## src/rtl/seq_pkg.sv

```systemverilog
// Shared types and constants for the serial frame generator.
package seq_pkg;

  typedef enum logic {IDLE, SHIFT} state_t;

  localparam int DEFAULT_WIDTH = 16;
  localparam int DEFAULT_PAT_LEN = 4;
  localparam logic [3:0] DEFAULT_PATTERN = 4'b1101;
  // Upper bound on frame width that the replication helper can build.
  localparam int MAX_WIDTH = 256;

  // Tile a pat_len-bit pattern across the low 'width' bits, LSB-aligned.
  // The pattern's MSB therefore lands on bit width-1, the first bit sent.
  function automatic logic [MAX_WIDTH-1:0] replicate_pattern(
    input logic [MAX_WIDTH-1:0] pat,
    input int pat_len,
    input int width
  );
    logic [MAX_WIDTH-1:0] r;
    r = '0;
    for (int i = 0; i < MAX_WIDTH; i++)
      if (i < width) r[i] = pat[i % pat_len];
    return r;
  endfunction

endpackage

```

## src/rtl/sequence_generator_serializer_piso.sv

```systemverilog
// Parallel-in / serial-out shift register; msb is the bit currently on the line.
module piso_shift_reg #(
  parameter int WIDTH = 16
) (
  input  logic             clk,
  input  logic             rst_n,
  input  logic             load,
  input  logic [WIDTH-1:0] din,
  input  logic             shift,
  output logic             msb
);

  logic [WIDTH-1:0] sr_q;

  // Zero fill means a fully shifted-out frame leaves the line at 0.
  always_ff @(posedge clk or negedge rst_n) begin
    if (!rst_n)     sr_q <= '0;
    else if (load)  sr_q <= din;
    else if (shift) sr_q <= {sr_q[WIDTH-2:0], 1'b0};
  end

  assign msb = sr_q[WIDTH-1];

endmodule

```

## src/rtl/sequence_generator_serializer.sv

```systemverilog
// Frame serializer: valid/ready word intake, MSB-first bit stream with sof/eof strobes.
module sequence_generator_serializer
  import seq_pkg::*;
#(
  parameter int WIDTH = DEFAULT_WIDTH,
  parameter int PAT_LEN = DEFAULT_PAT_LEN,
  parameter logic [PAT_LEN-1:0] PATTERN = DEFAULT_PATTERN
) (
  input  logic             clk,
  input  logic             rst_n,
  input  logic             load_valid,
  output logic             load_ready,
  input  logic [WIDTH-1:0] load_data,
  input  logic             mode,
  output logic             sout,
  output logic             sout_valid,
  output logic             sof,
  output logic             eof,
  output logic             busy,
  output logic [15:0]      frames_sent
);

  localparam int CW = $clog2(WIDTH);
  localparam logic [CW-1:0] LAST = CW'(WIDTH - 1);
  localparam logic [WIDTH-1:0] PAT_WORD =
    WIDTH'(replicate_pattern(MAX_WIDTH'(PATTERN), PAT_LEN, WIDTH));

  if (WIDTH < 2 || WIDTH > MAX_WIDTH || (WIDTH % PAT_LEN) != 0) begin : g_bad_params
    $fatal(1, "sequence_generator_serializer: WIDTH must be 2..MAX_WIDTH and a multiple of PAT_LEN");
  end

  state_t        state_q, state_d;
  logic [CW-1:0] cnt_q;
  logic          sof_q, eof_q;
  logic [15:0]   frames_q;
  logic          accept;

  // Ready reopens during the last bit so frames can abut without a gap.
  always_comb begin
    load_ready = (state_q == IDLE) || eof_q;
    accept     = load_valid && load_ready;
    state_d    = state_q;
    if (state_q == IDLE) begin
      if (accept) state_d = SHIFT;
    end else begin
      if (eof_q && !accept) state_d = IDLE;
    end
  end

  always_ff @(posedge clk or negedge rst_n) begin
    if (!rst_n) begin
      state_q  <= IDLE;
      cnt_q    <= '0;
      sof_q    <= 1'b0;
      eof_q    <= 1'b0;
      frames_q <= '0;
    end else begin
      state_q <= state_d;
      if (accept) begin
        cnt_q <= '0;
        sof_q <= 1'b1;
        eof_q <= 1'b0;
      end else if (state_q == SHIFT) begin
        cnt_q <= eof_q ? '0 : cnt_q + 1'b1;
        sof_q <= 1'b0;
        eof_q <= !eof_q && (cnt_q == LAST - 1'b1);
      end else begin
        sof_q <= 1'b0;
        eof_q <= 1'b0;
      end
      if (eof_q) frames_q <= frames_q + 16'd1;
    end
  end

  piso_shift_reg #(.WIDTH(WIDTH)) u_piso (
    .clk   (clk),
    .rst_n (rst_n),
    .load  (accept),
    .din   (mode ? PAT_WORD : load_data),
    .shift (state_q == SHIFT),
    .msb   (sout)
  );

  assign sout_valid  = (state_q == SHIFT);
  assign busy        = (state_q == SHIFT);
  assign sof         = sof_q;
  assign eof         = eof_q;
  assign frames_sent = frames_q;

endmodule
```

## config.mk

```make
export PLATFORM = sky130hd
export DESIGN_NAME = sequence_generator_serializer
export DESIGN_NICKNAME = d
export VERILOG_FILES = /design/src/rtl/seq_pkg.sv /design/src/rtl/sequence_generator_serializer_piso.sv /design/src/rtl/sequence_generator_serializer.sv
export SDC_FILE = /design/constraint.sdc
export NUM_CORES = 1
export LEC_CHECK = 0
export ABC_AREA = 1
export ABC_CLOCK_PERIOD_IN_PS = 1300
export CORE_UTILIZATION = 46
export DETAILED_ROUTE_END_ITERATION = 8
export PLACE_DENSITY = 0.8
export REMOVE_ABC_BUFFERS = 1
export SLEW_MARGIN = 15
export SYNTH_ARGS = -nofsm -noshare
export SYNTH_HDL_FRONTEND = slang
export SYNTH_HIERARCHICAL = 1
export SYNTH_SLANG_ARGS = --single-unit
```

## constraint.sdc

```tcl
create_clock -name clk -period 1.3 [get_ports clk]
set_input_delay 0.195 -clock clk [delete_from_list [all_inputs] [get_ports clk]]
set_output_delay 0.195 -clock clk [all_outputs]
set_load 0.01 [all_outputs]
```

==> flow_summary.toml, run 1 <==
[outcome]
status = "complete, no violations"

[grt]
overflow = 0
grt_max_degree = 40
grt_pass1_wl_mm = 7.741
antenna_found_initial = 0
grt_pass1_vias = 1843
grtUsageTotal = 0.2033

[timing]
setup_violations = 0
finalHoldViolations = 0
min_period_ns = 1.290
drv_slew = 0
fin_ws_ns = 0.009698
relSlewSlack = 0.8528
rsz0062_at_grt = "yes"
fmax_ghz = 0.7750
finalCritPeriodShare = 0.9925
worst_pin_slew_ns = 0.2185
setup_tns_ns = 0
fin_skew_ns = 0.004605

[worst_setup_path]
end_kind = "register"
r2r_cells = 7
worstReg2RegEnd = "frames_sent[8]"
crit_end = "frames_sent[8]"
cp-startpoint = "frames_sent[0]"
path_class = "register to register"
cp-start-kind = "register"
r2r-start = "frames_sent[0]"
cp_max_fo = 5
r2r_slack_ns = 0.01
cp_data_required_time_ns = 1.49
arrival_ns = 1.48

[die]
rows = 24
die_h_um = 69.10
dieArea_um2 = 4774
start_util = 0.4756
fp.coreArea_um2 = 4354
die_width_um = 69.10
io_pins = 42

[yosys]
yosysTopAreaCellShare = 0.4713
yosysTopAreaCell = "dfrtp_1"
postSynthCellCount = 247
postSynthAreaPerCell_um2 = 8.384
yosys_warnings = 6
syn-cell-area_um2 = 2071
synth_seq_area_share = 0.4713
synth_cell_types = 31
synthTopCellsByArea = "dfrtp_1 (47%), nand2_1 (13%), nand3_1 (8.9%), inv_1 (4.7%), or2_2 (3.9%)"
ys_ff_latch = 39

[cts]
cts_tree = "done"
cts_buffers = 5
cts.sinks = 39
clkLatencyLatePin_ns = 0.30
clock-root-buffer = "clkbuf_8"
clockBufferDepth = 2
h-tree-depth = 2
path_clk_slew_ns = 0.08

[flow_run]
maxCapViolations = 0

[layout]
syn_to_final_growth_pct = 36.86
mostFrequentLayoutCell = "nand2_1"
layout_common_cells = "nand2_1 (68), nand3_1 (37), dfrtp_1 (36)"
final_core_utilization = 0.6509
layout-drive-gt1-share = 0.2460
diodes = 0
fin_area_um2 = 2834
nets = 335

[pwr]
max-vdd-ir-drop_v = 0.0009831
static-leakage-power_nw = 1.494
p_per_area_nw_per_um2 = 1504
power_w = 0.004263

[placement]
dp_slack_ns = -0.05848
place.gp.congestion = 0.8208
place.port_buffers = 41
dpl_cell_area_um2 = 2550
hpwlAfterDp_mm = 2.937

[detailed_routing]
viasPerCell = 4.981
ant_nets = 0
firstDrtPassIters = 4
drt_iter0_drc = 168
routed_wirelength_mm = 4.412
drc = 0
route.detailed.wl_per_inst_um = 12.09
vias = 1818

[worst_hold_path]
hold_class = "input port to asynchronous set/reset pin"
## what timing repair did
action                                 CTS  global route
pin swaps                                1             6
setup buffers                           13             2
endpoints found under the hold margin   39             0
hold buffers                             1             0
setup endpoints to repair               24            17
resized for setup                       30            18
## area by class of cell
cell class,count,area [um^2]
clock buffers,6,82.58
clock inverters,2,35.03
fillers,369,1520
inverters,30,120.1
multi-input cells,169,959.7
flip-flops and latches,39,979.7
well taps,52,65.06
repair buffers,67,591.8
## worst max-delay path: stages (launching register included)
cell and delay (ns):
dfrtp_1 0.36, buf_6 0.12, ha_4 0.15, nand3_4 0.08, nor2_4 0.17, nand2_2 0.08
xor2_1 0.17, inv_1 0.05
## sequential cells by signal (all words and copies together) (netlist names)
signal	flops
cnt_q	4
u_piso/sr_q	16
eof	1
busy	1
sof	1
frames_sent	16
## worst min path at each step
stage	from	end	slack (ns)	cells after the start
floorplan	rst_n	busy	-0.10	0
global route	rst_n	frames_sent[4]	0.40	3
global placement	rst_n	frames_sent[3]	0.18	2
detailed placement	rst_n	frames_sent[6]	0.18	2
CTS	rst_n	frames_sent[6]	0.39	3
finish	rst_n	frames_sent[6]	0.39	3
## kinds of logic (layout without fill, tap and decap cells)
group	count (synthesis)	after routing	share of synthesized area
compound gates	7	7	0.02900
xor+xnor	9	9	0.03807
fa+ha+maj	3	3	0.01813
buf+inv	39	105	0.09486
flops	39	39	0.4713
simple gates	150	150	0.3486
## synthesized netlist by cell type (all sizes together)
master  count
a21oi       1
buf         7
clkbuf      2
clkinv      1
dfrtp      39
ha          3
inv        29
nand2      73
nand3      39
nand3b      2
nand4       4
nor2       17
nor3        1
o21ai       3
o21bai      1
o22ai       2
or2        14
xnor2       3
xor2        6
## stage by stage
step | hold slack [ns] | cells
2_1_floorplan | -0.1006 | 238
3_3_place_gp | 0.1790 | 341
3_5_place_dp | 0.1779 | 341
4_1_cts | 0.3932 | 363
5_1_grt | 0.4032 | 365
6_report | 0.3867 | 365
## per-layer routing
layer	vias to the layer above	routed length (um)	track usage
li1	898	-	-
met1	854	1767	0.2237
met2	58	2333	0.3571
met3	8	235	0.05702
met4	0	76	0.09977
met5	-	0	0
## power breakdown
part	internal [W]	switching [W]
Combinational	0.000706	0.000736
Sequential	0.00153	0.000229
Clock	0.000621	0.000442
Total	0.00286	0.00141
(Power assumes the default switching activity.)
==> inputs of run 2 (changes only) <==
--- a/config.mk
+++ b/config.mk
@@ -5,11 +5,10 @@
 export SDC_FILE = /design/constraint.sdc
 export NUM_CORES = 1
 export LEC_CHECK = 0
-export ABC_AREA = 1
 export ABC_CLOCK_PERIOD_IN_PS = 1300
-export CORE_UTILIZATION = 46
+export CORE_UTILIZATION = 45
 export DETAILED_ROUTE_END_ITERATION = 8
-export PLACE_DENSITY = 0.8
+export PLACE_DENSITY = 0.79
 export REMOVE_ABC_BUFFERS = 1
 export SLEW_MARGIN = 15
 export SYNTH_ARGS = -nofsm -noshare
==> run 2 against run 1 <==
First-iteration DRC count is 48% lower. Via count fell by 19%. Setup slack improved by 0.020 ns. Cell area is 3.3% lower. Flip-flop and latch count did not move. Critical path depth decreased by 3. Routed wire length down 12%. Synthesized cell count down 29%. Non-clock buffer count grew 6. Sequential power is 2% lower.
==> flow_summary.toml, run 2 <==
[outcome]
status = "complete, no violations"

[pwr]
intPower_w = 0.002900
swShare = 0.2916
pwr-share-comb = 0.286
power.switching_w = 0.001194
pwr-share-clk = 0.293
p_per_area_nw_per_um2 = 1493
static-leakage-power_nw = 1.442
max-vdd-ir-drop_v = 0.0008504
power_w = 0.004094
seq_power_share = 0.421

[timing]
worst_pin_slew_ns = 0.4889
setup_violations = 0
min_period_ns = 1.271
fin_skew_ns = 0.009303
relSlewSlack = 0.6741
finalCritPeriodShare = 0.9773
rsz0062_at_grt = "yes"
fmax_ghz = 0.7871
finalHoldViolations = 0
drv_slew = 0

[cts]
clockBufferDepth = 2
clock-root-buffer = "clkbuf_8"
cts_buffers = 5
clkLatencyLatePin_ns = 0.29
cts_tree = "done"
path_clk_slew_ns = 0.08
cts.sinks = 39
h-tree-depth = 2

[grt]
grtUsageTotal = 0.1870
antenna_found_initial = 0
overflow = 0
grt_pass1_wl_mm = 6.161
grt_max_degree = 40
grt_pass1_vias = 1374

[worst_setup_path]
cpMaxStageDelayCell = "dfrtp_1"
cp_data_required_time_ns = 1.51
arrival_ns = 1.48
cp-start-kind = "register"
end_kind = "register"
path_cells = "buf_6 > nand4_4 > nor4_4 > xor2_1"
path_class = "register to register"
cpPeakStageDelay_ns = 0.39
cp_max_fo = 5

[yosys]
yosysTopAreaCellShare = 0.5135
yosys_most_used_dff = "dfrtp_1"
postSynthCellCount = 175
synth_top_cells_by_count = "dfrtp_1 (39), nand2_1 (24), mux2i_1 (15)"
yosysMostFrequentCell = "dfrtp_1"
yosys_warnings = 6
synth_cell_types = 26
synth_seq_area_share = 0.5135
syn-cell-area_um2 = 1901
synthTopCellsByArea = "dfrtp_1 (51%), mux2i_1 (7.9%), xor2_1 (5.1%), nand2_1 (4.7%), or2_2 (3.9%)"
synth_edf_count = 0
yosysTopAreaCell = "dfrtp_1"
ys_ff_latch = 39
synthArstFlopShare = 1.000
postSynthAreaPerCell_um2 = 10.86

[detailed_routing]
firstDrtPassIters = 4
wl_met2_mm = 2.009
vias = 1466
drt_iter0_drc = 88
m1WireLength_mm = 1.610
drc = 0
ant_nets = 0
routed_wirelength_mm = 3.880
routed-wl-met3_um = 163
route.detailed.wl_per_inst_um = 13.06
viasPerCell = 4.936
top_layer = "met4"

[layout]
diodes = 0
syn_to_final_growth_pct = 44.24
final_core_utilization = 0.6804
layout_common_cells = "dfrtp_1 (37), nand2_1 (24), buf_4 (24)"
nets = 269
mostFrequentLayoutCell = "dfrtp_1"
layout-drive-gt1-share = 0.2915

[placement]
hpwlAfterDp_mm = 2.500
place.gp.congestion = 0.7973
place.port_buffers = 41

[die]
die_width_um = 66.99
io_pins = 42
start_util = 0.4717
fp.coreArea_um2 = 4029
dieArea_um2 = 4488
rows = 23
die_h_um = 66.99

[flow_run]
maxCapViolations = 0

[worst_hold_path]
hold_class = "input port to asynchronous set/reset pin"
==> run 2: power by group through the flow <==
| stage | clock network [W] | logic, W | registers [W] |
|---|---|---|---|
| after floorplan | 0 | 0.000521 | 0.00181 |
| after global placement | 0 | 0.00111 | 0.00173 |
| after detailed placement | 0 | 0.00115 | 0.00175 |
| after CTS | 0.00123 | 0.00115 | 0.00171 |
| after global routing | 0.00128 | 0.00133 | 0.00176 |
| final | 0.00120 | 0.00117 | 0.00172 |
==> run 2: metrics by stage <==
step	setup slack [ns]	instances	area (um^2)	setup TNS [ns]	hold WS (ns)
finish	0.02947	297	2741	0	0.4729
global route	-0.03403	297	2741	-0.09824	0.5073
CTS	-0.007644	296	2678	-0.01337	0.4743
detailed placement	-0.07162	276	2459	-0.3869	0.2796
global placement	-0.04139	276	2459	-0.2579	0.2728
floorplan	-0.8590	166	1836	-14.08	-0.1006
==> run 2: metal layers <==
metal | vias to the layer above | track usage
met2 | 39 | 0.3081
met4 | 0 | 0.07447
li1 | 732 | -
met1 | 685 | 0.2249
met5 | - | 0
met3 | 10 | 0.05822
==> run 2: worst max-delay path, delay by kind of cell, from the launching register on <==
family	cells	cell delay, ns
flops	1	0.39
simple gates	2	0.49
buf+inv	1	0.13
xor+xnor	1	0.17
==> run 2: kinds of logic after synthesis <==
kind of cell / Yosys count / synth area share
buffers and inverters: 12 / 0.04016
xor gates and xnor gates: 17 / 0.07834
DFF: 39 / 0.5135
AOI/OAI and AO/OA: 20 / 0.05266
and+or+nand+nor: 68 / 0.2107
adders and majority gates: 3 / 0.01975
muxes: 16 / 0.08492
==> run 2: timing repair <==
item,in CTS,in global routing
buffers inserted,11,4
pin swaps,2,8
hold buffers,1,0
resized for setup,31,18
endpoints found under the setup margin,24,16
hold endpoints to repair,39,0
==> run 2: layout make-up <==
cell class                      count  area, um^2
Fill cell                         314        1287
Sequential cell                    39       978.4
Multi-Input combinational cell    124       907.1
Timing Repair Buffer               73       645.6
Clock buffer                        5       68.82
Clock inverter                      3       67.56
Tap cell                           50       62.56
Inverter                            3       11.26
==> run 2: final timing paths <==
check / from / end / slack (ns) / depth (start not counted)
min reg2reg: frames_sent[15] / frames_sent[15] / 0.48 / 1
min in group clk: frames_sent[15] / frames_sent[15] / 0.48 / 1
max: frames_sent[0] / frames_sent[13] / 0.03 / 4
max reg2reg: frames_sent[0] / frames_sent[13] / 0.03 / 4
min: rst_n / frames_sent[9] / 0.47 / 3
max in group asynchronous: rst_n / frames_sent[2] / 0.45 / 3
